$ cat config.mk
export PLATFORM = sky130hd
export DESIGN_NAME = nand_bmask_pipe
export DESIGN_NICKNAME = d
export VERILOG_FILES = /design/src/rtl/nand_pkg.sv /design/src/rtl/nand_pipe_stage.sv /design/src/rtl/nand_bmask_pipe.sv
export SDC_FILE = /design/constraint.sdc
export NUM_CORES = 1
export LEC_CHECK = 0
export BUFFER_PORTS_ARGS = -buffer_cell sky130_fd_sc_hd__buf_2
export CAP_MARGIN = 20
export CORE_AREA = 5 5 42 44
export DETAILED_ROUTE_END_ITERATION = 10
export DIE_AREA = 0 0 47 49
export SETUP_SLACK_MARGIN = 0.1
export SYNTH_ARGS = -nofsm -noshare
export SYNTH_HDL_FRONTEND = slang
export SYNTH_SLANG_ARGS = --single-unit
$ cat constraint.sdc
create_clock -name C -period 1.54 [get_ports C]
set_input_delay 0.231 -clock C [delete_from_list [all_inputs] [get_ports C]]
set_output_delay 0.231 -clock C [all_outputs]
set_load 0.05 [all_outputs]
$ cat src/rtl/nand_pkg.sv
// rtl/nand_pkg.sv - shared constants and helpers for the masked NAND/AND pipeline
package nand_pkg;

    localparam logic [4:0] DEFAULT_INV_MASK = 5'b00011;
    localparam logic       MODE_NAND        = 1'b0;
    localparam logic       MODE_AND         = 1'b1;

    // Ceiling log2, minimum result 0; used for elaboration-time widths only.
    function automatic int clog2(input int value);
        int r;
        r = 0;
        for (int v = value - 1; v > 0; v = v >> 1) begin
            r = r + 1;
        end
        return r;
    endfunction

endpackage

$ cat src/rtl/nand_pipe_stage.sv
// rtl/nand_pipe_stage.sv - one elastic valid/ready register slice
module nand_pipe_stage #(
    parameter int CHANNELS = 2
) (
    input  logic                C,
    input  logic                CLR,
    input  logic                in_valid,
    input  logic [CHANNELS-1:0] in_data,
    input  logic                out_ready,
    output logic                in_ready,
    output logic                out_valid,
    output logic [CHANNELS-1:0] out_data
);

    logic                valid_d, valid_q;
    logic [CHANNELS-1:0] data_d, data_q;

    // An empty slice always accepts, so bubbles collapse under a stalled consumer.
    assign in_ready = !valid_q || out_ready;

    always_comb begin
        valid_d = valid_q;
        data_d  = data_q;
        if (in_ready) begin
            valid_d = in_valid;
            if (in_valid) begin
                data_d = in_data;
            end
        end
    end

    always_ff @(posedge C or posedge CLR) begin
        if (CLR) begin
            valid_q <= 1'b0;
            data_q  <= '0;
        end else begin
            valid_q <= valid_d;
            data_q  <= data_d;
        end
    end

    assign out_valid = valid_q;
    assign out_data  = data_q;

endmodule

$ cat src/rtl/nand_bmask_pipe.sv
// rtl/nand_bmask_pipe.sv - multi-channel masked NAND/AND with elastic register pipeline
module nand_bmask_pipe
    import nand_pkg::*;
#(
    parameter int               WIDTH    = 5,
    parameter int               CHANNELS = 2,
    parameter logic [WIDTH-1:0] INV_MASK = WIDTH'(DEFAULT_INV_MASK),
    parameter int               STAGES   = 2
) (
    input  logic                         C,
    input  logic                         CLR,
    input  logic [CHANNELS*WIDTH-1:0]    I,
    input  logic                         MODE,
    input  logic                         IN_VALID,
    output logic                         IN_READY,
    output logic [CHANNELS-1:0]          O,
    output logic                         OUT_VALID,
    input  logic                         OUT_READY,
    output logic [clog2(STAGES+1)-1:0]   OCCUPANCY
);

    localparam int OCC_W = clog2(STAGES + 1);

    logic [CHANNELS-1:0] func_data;

    always_comb begin
        func_data = '0;
        for (int c = 0; c < CHANNELS; c++) begin
            if (MODE == MODE_NAND) begin
                func_data[c] = ~(&(I[c*WIDTH +: WIDTH] ^ INV_MASK));
            end else begin
                func_data[c] = &(I[c*WIDTH +: WIDTH] ^ INV_MASK);
            end
        end
    end

    // Each slice keeps its own nets so the ready chain is not one circular vector.
    for (genvar k = 0; k < STAGES; k++) begin : g_stage
        logic                up_valid;
        logic [CHANNELS-1:0] up_data;
        logic                dn_ready;
        logic                st_in_ready;
        logic                st_valid;
        logic [CHANNELS-1:0] st_data;

        if (k == 0) begin : g_head
            assign up_valid = IN_VALID;
            assign up_data  = func_data;
        end else begin : g_body
            assign up_valid = g_stage[k-1].st_valid;
            assign up_data  = g_stage[k-1].st_data;
        end

        if (k == STAGES - 1) begin : g_tail
            assign dn_ready = OUT_READY;
        end else begin : g_link
            assign dn_ready = g_stage[k+1].st_in_ready;
        end

        nand_pipe_stage #(
            .CHANNELS (CHANNELS)
        ) u_stage (
            .C         (C),
            .CLR       (CLR),
            .in_valid  (up_valid),
            .in_data   (up_data),
            .out_ready (dn_ready),
            .in_ready  (st_in_ready),
            .out_valid (st_valid),
            .out_data  (st_data)
        );
    end

    assign IN_READY  = g_stage[0].st_in_ready;
    assign OUT_VALID = g_stage[STAGES-1].st_valid;
    assign O         = g_stage[STAGES-1].st_data;

    // Internal slice-to-slice moves never change the count; only the two ends do.
    logic             in_xfer, out_xfer;
    logic [OCC_W-1:0] occ_d, occ_q;

    assign in_xfer  = IN_VALID && IN_READY;
    assign out_xfer = OUT_VALID && OUT_READY;

    always_comb begin
        occ_d = occ_q;
        if (in_xfer && !out_xfer) begin
            occ_d = occ_q + OCC_W'(1);
        end else if (!in_xfer && out_xfer) begin
            occ_d = occ_q - OCC_W'(1);
        end
    end

    always_ff @(posedge C or posedge CLR) begin
        if (CLR) begin
            occ_q <= '0;
        end else begin
            occ_q <= occ_d;
        end
    end

    assign OCCUPANCY = occ_q;

endmodule

# Word level (Yosys, flattened, before mapping)
# Cells that the tools add are included.
[totals] regBits=8
[op_classes] n_mux=4 n_addsub=2 reduce_logical=15 bitwise=4
[op_table] op="5-bit AND reduction" n=2
[op_table] op="1-bit logical AND" n=4
[op_table] op="1-bit logical NOT" n=4
[op_table] op="2-bit two-way mux" n=2
[op_table] op="2-bit inverter" n=2
[op_table] op="2-bit AND reduction" n=2
[op_table] op="2-bit by 1-bit adder with 2-bit output (second input constant)" n=1
[op_table] op="1-bit logical OR" n=2
[op_table] op="1-bit two-way mux" n=2
[op_table] op="1-bit inverter" n=2
[op_table] op="2-bit nonzero test" n=1
[op_table] op="2-bit by 1-bit subtractor with 2-bit output (second input constant)" n=1

# Logic depth before layout (Yosys ltp)
[logic_depth] depth_word=8 ltp_mapped=7 depth_no_buf=7

# Cells and area by module
# A second synthesis with hierarchy kept.
[hier_totals] hier_cells=34 area_unflattened_um2=421.7
[by_module_without_submodules] mod="nand_pipe_stage" n_inst=2 area_each_um2=136.4 seq_area_each_um2=75.1 cells_each=9
[by_module_without_submodules] mod="nand_bmask_pipe" n_inst=1 area_each_um2=148.9 seq_area_each_um2=50.0 cells_each=16

# Worst setup path after synthesis
# OpenSTA, ideal clock, no wires.
[synth_path] path_type="reg2reg" from="reg g_stage[1].u_stage.valid_q" to="reg occ_q[1] (netlist: OCCUPANCY[1])" n_path_buf=0 slack_ns=-0.663 t_arrival_ns=2.121 t_required_ns=1.458 stages_incl_launch_ff=8 synth_period_minus_slack_ns=2.203 setup_time_ns=0.082 path_cell_list="dfrtp_1 > nand3b_1 > nand2_1 > inv_1 > ha_1 > xor2_1 > nor2_1 > xor2_1"
[synth_between] elab_chain_len=7 elab_cells_between_ends=11 cone_classes="1 x mux; 10 x reduce/logical"
[synth_rtl] item="start, declared" line="nand_pipe_stage.sv:15" text="logic valid_d, valid_q;"
[synth_rtl] item="start signal, assigned" line="nand_pipe_stage.sv:37" text="valid_q <= valid_d;"
[synth_rtl] item="1-bit logical NOT *" line="nand_pipe_stage.sv:19" text="assign in_ready = !valid_q || out_ready;"
[synth_rtl] item="1-bit logical OR * (2 in series)" line="nand_pipe_stage.sv:19"
[synth_rtl] item="named net IN_READY" line="nand_bmask_pipe.sv:15" text="output logic IN_READY,"
[synth_rtl] item="1-bit logical AND *" line="nand_bmask_pipe.sv:82" text="assign in_xfer = IN_VALID && IN_READY;"
[synth_rtl] item="named net in_xfer" line="nand_bmask_pipe.sv:79" text="logic in_xfer, out_xfer;"
[synth_rtl] item="1-bit logical NOT" line="nand_bmask_pipe.sv:89" text="end else if (!in_xfer && out_xfer) begin"
[synth_rtl] item="1-bit logical AND" line="nand_bmask_pipe.sv:89"
[synth_rtl] item="2-bit nonzero test (no source line)"
[synth_rtl] item="end signal, assigned" line="nand_bmask_pipe.sv:96" text="occ_q <= '0;"
[synth_rtl] item="end signal, assigned" line="nand_bmask_pipe.sv:98" text="occ_q <= occ_d;"
[synth_rtl] item="end, declared" line="nand_bmask_pipe.sv:80" text="logic [OCC_W-1:0] occ_d, occ_q;"
# The timed path passes the listed nets; every way through them passes the cells marked *.
# A chain may end at the register's enable or synchronous reset.

# Worst setup path after layout
[layout_path] from="reg g_stage[1].u_stage.valid_q" to="out IN_READY"
[layout_between] elab_chain_len=3
[layout_rtl] item="1-bit logical NOT" line="nand_pipe_stage.sv:19"
[layout_rtl] item="1-bit logical OR (2 in series)" line="nand_pipe_stage.sv:19"
[layout_rtl] item="end, declared" line="nand_bmask_pipe.sv:15"
# No other way between the ends.

==> results by group <==
Synthesis
  • Most area-consuming cells after synthesis: dfrtp_1 52%, mux2_2 5.8%, a41o_1 5.2%
  • Mapped Avg Cell Area: 11.3 sq um
  • Library cell with the highest instance count after synthesis: dfrtp_1
  • Share of synthesized flip-flops with an asynchronous set or reset: 100%
  • Number of warnings printed during yosys synthesis: 0
  • Top-area cell type share of the netlist area: about half
  • Most numerous cell types in the synthesized netlist: 8 x dfrtp_1, 3 x nand2_1, 3 x nand2b_1
  • Synthesized Nets: 50
  • Ys flop type: dfrtp_1
  • Cell taking the most area after synthesis: dfrtp_1
  • Post-synthesis sequential element count: 8
  • Netlist area before placement: about 390 sq um
  • Yosys cell types: 15
  • Gate Count Post-Synth: 34
  • Post-synth EDFFs: 0
  • Sequential element share of the synthesized area: 51.9%

Power
  • Static leakage power: 0.283 nW
  • Peak supply drop: 708 uV
  • Power density cells: between 1000 and 1500 mW/mm^2

Worst setup path
  • Logic depth of the worst path, buffers included: 3
  • Crit path launch type: register
  • Source of the critical timing path: g_stage[1].u_stage.out_valid$_DFFE_PP0P_
  • Worst reg2reg path depth: 7
  • Worst path cell trace: nand3b_1 -> buf_4 -> buf_4
  • Type of the worst setup path: reg2out
  • Launch instance of the worst register-to-register path: g_stage[1].u_stage.out_valid$_DFFE_PP0P_
  • Kind of capture point of the worst setup path: output pin
  • Worst path max stage delay: 410 ps
  • Delay-heaviest family, CP: flip-flops
  • Top fanout value on the critical path: 6
  • Crit path DAT: 1100 ps
  • Worst endpoint required time: 1310 ps
  • Critical-path cell with the highest stage delay: dfrtp_2
  • Total buffers and inverters traversed by the critical path: 2
  • Most numerous cell on the critical path: buf_4

Clocking
  • Maximum count of clock buffers along a single path: 2
  • Source-to-sink clock delay at the later pin of the worst-skew pair: 250 ps
  • Max H-tree Level: 1
  • Clock slew at the register clock pins of the worst setup and hold paths: 60 ps
  • Number of CTS-inserted buffers: 3
  • Clock sink total: 8
  • Library cell used as clock root buffer: clkbuf_4
  • TritonCTS clock tree: yes

Layout
  • Storage cell area: 201 sq um
  • Diodes inserted: 0
  • Area used by multi-input combinational logic: 180 sq um
  • Area growth, synth to finish: 44.2%
  • Core utilization of the finished layout: 39.6%
  • Total Nets Final: between 70 and 80
  • Final-layout fill cell count: 149
  • Layout cells sized above 1: 46.7%

Worst hold path
  • Hold-critical path depth: 2
  • Type of the worst min-delay path: in2reg
  • Worst Min Path Start: IN_VALID

Detailed routing
  • Total vias in the final route: 333
  • Number of DRC violations after detailed routing: 0
  • Drt via density: 4.38
  • Per-cell routed wire length: 9.66 um
  • Count of nets left with antenna violations after detail routing: 0
  • Violation count after the first detailed-routing iteration: 6
  • Drt first pass iters: 4
  • Routed wire length: approximately 730 um

STA
  • Worst slew margin relative to its limit: 80.6%
  • Time the final worst path needs with I/O delays and setup: 1340 ps
  • Portion of the clock cycle consumed by the worst path in the final layout: between 80% and 90%
  • Final setup violation count: 0
  • Setup TNS: 0 ps
  • Final Skew: 9.04 ps
  • Worst path setup slack after routing: around 200 ps
  • Timing-limited maximum frequency: between 700 and 800 MHz
  • Hold Fails Final Rpt: 0
  • Final count of pins violating max slew: 0
  • Setup repair after global routing missed its margin: false
  • Slew at the pin closest to its max-slew limit: 291 ps

Floorplan
  • Count of boundary I/O pins: 21
  • Die ar.: 0.00230 sq mm
  • Row Count: 14
  • Starting Density: approximately 28%
  • Die Span X: 47 um
  • Core region area: 0.00140 sq mm
  • Chip Height: 49 um

Placement
  • Pre-CTS worst setup slack: 251 ps
  • Post-detailed-placement half-perimeter wirelength: 621 um
  • Routability Congestion: roughly 0.64
  • Number of port buffers: 20

Global route
  • Number of global-route vias before repair: 334
  • Number of antenna violations at the first check in global routing: 0
  • Total grt overflow: 0
  • Global-route wire length before repair: 1.30 mm
  • Maximum number of pins on one net before global-route repair: 9
  • Global-route total usage across every layer: 8.11%

Flow run
  • Max Cap Viol: 0

Outcome
  • Run status: complete, no violations
==> layer usage <==
layer | global-route usage (%) | vias up | routed length (um)
li1 | - | 172 | -
met1 | 9.52 | 146 | 326
met2 | 10.2 | 15 | 305
met4 | 2.76 | 0 | 0
met3 | 7.75 | 0 | 102
met5 | 0 | - | 0
==> through the flow <==
step / total power [mW] / hold WS, ps / cells / area [sq um]
final: 0.796 / 243 / 76 / 556
after CTS: 0.810 / 243 / 76 / 553
after floorplan: 0.546 / 46.6 / 34 / 389
after detailed placement: 0.634 / 187 / 71 / 517
after global routing: 0.859 / 242 / 76 / 556
after global placement: 0.633 / 184 / 71 / 517
==> placed cells by master, fill, tap and decap left out, types with 2 or more instances in the layout <==
cell type,n
clkbuf_4,3
a41o_1,2
nand4b_1,2
a21boi_0,2
xor2_1,2
buf_2,19
mux2_2,2
nand2_1,3
or3_1,2
inv_1,2
buf_4,2
dfrtp_1,7
o21ai_0,2
nand2b_1,3
==> sequential cells by signal, summed over array words and instances, names as in the netlist <==
name                       flops
OCCUPANCY                      2
g_stage.u_stage.out_data       4
g_stage.u_stage.out_valid      2
==> area by class of cell <==
cell class,instances,share of cell area [%]
flip-flops and latches,8,36.3
inverters,2,1.35
multi-input cells,24,32.4
clock buffers,4,4.73
well taps,16,3.60
repair buffers,22,21.6
==> kinds of logic after synthesis <==
logic type      after synthesis  share of synthesized area, %
buf+inv                       2                          1.95
xor+xnor                      3                          6.82
mux                           2                          5.84
flops                         8                          51.9
simple gates                 12                          18.5
fa+ha+maj                     1                          3.25
compound gates                6                          11.7
==> worst paths after layout <==
path / end / slack (ps)
min in group asynchronous: OCCUPANCY[1]$_DFFE_PP0P_ / 450
hold / removal: g_stage[0].u_stage.out_valid$_DFFE_PP0P_ / 240
setup / recovery: IN_READY / 200
max in group asynchronous: g_stage[1].u_stage.out_valid$_DFFE_PP0P_ / 840
hold reg to reg: OCCUPANCY[1]$_DFFE_PP0P_ / 470
setup reg to reg: OCCUPANCY[1]$_DFFE_PP0P_ / 290
==> power by group <==
group	switching, mW	total (mW)	internal, mW
Clock	0.0679	0.167	0.0989
Combinational	0.227	0.332	0.104
Sequential	0.0335	0.298	0.264
Total	0.329	0.796	0.468
==> timing repair <==
action	CTS	global route
setup buffers	0	0
setup endpoints to repair	0	1
endpoints found under the hold margin	8	0
resized for setup	0	2
hold buffers	1	0
Power figures use the tool's default switching activity.
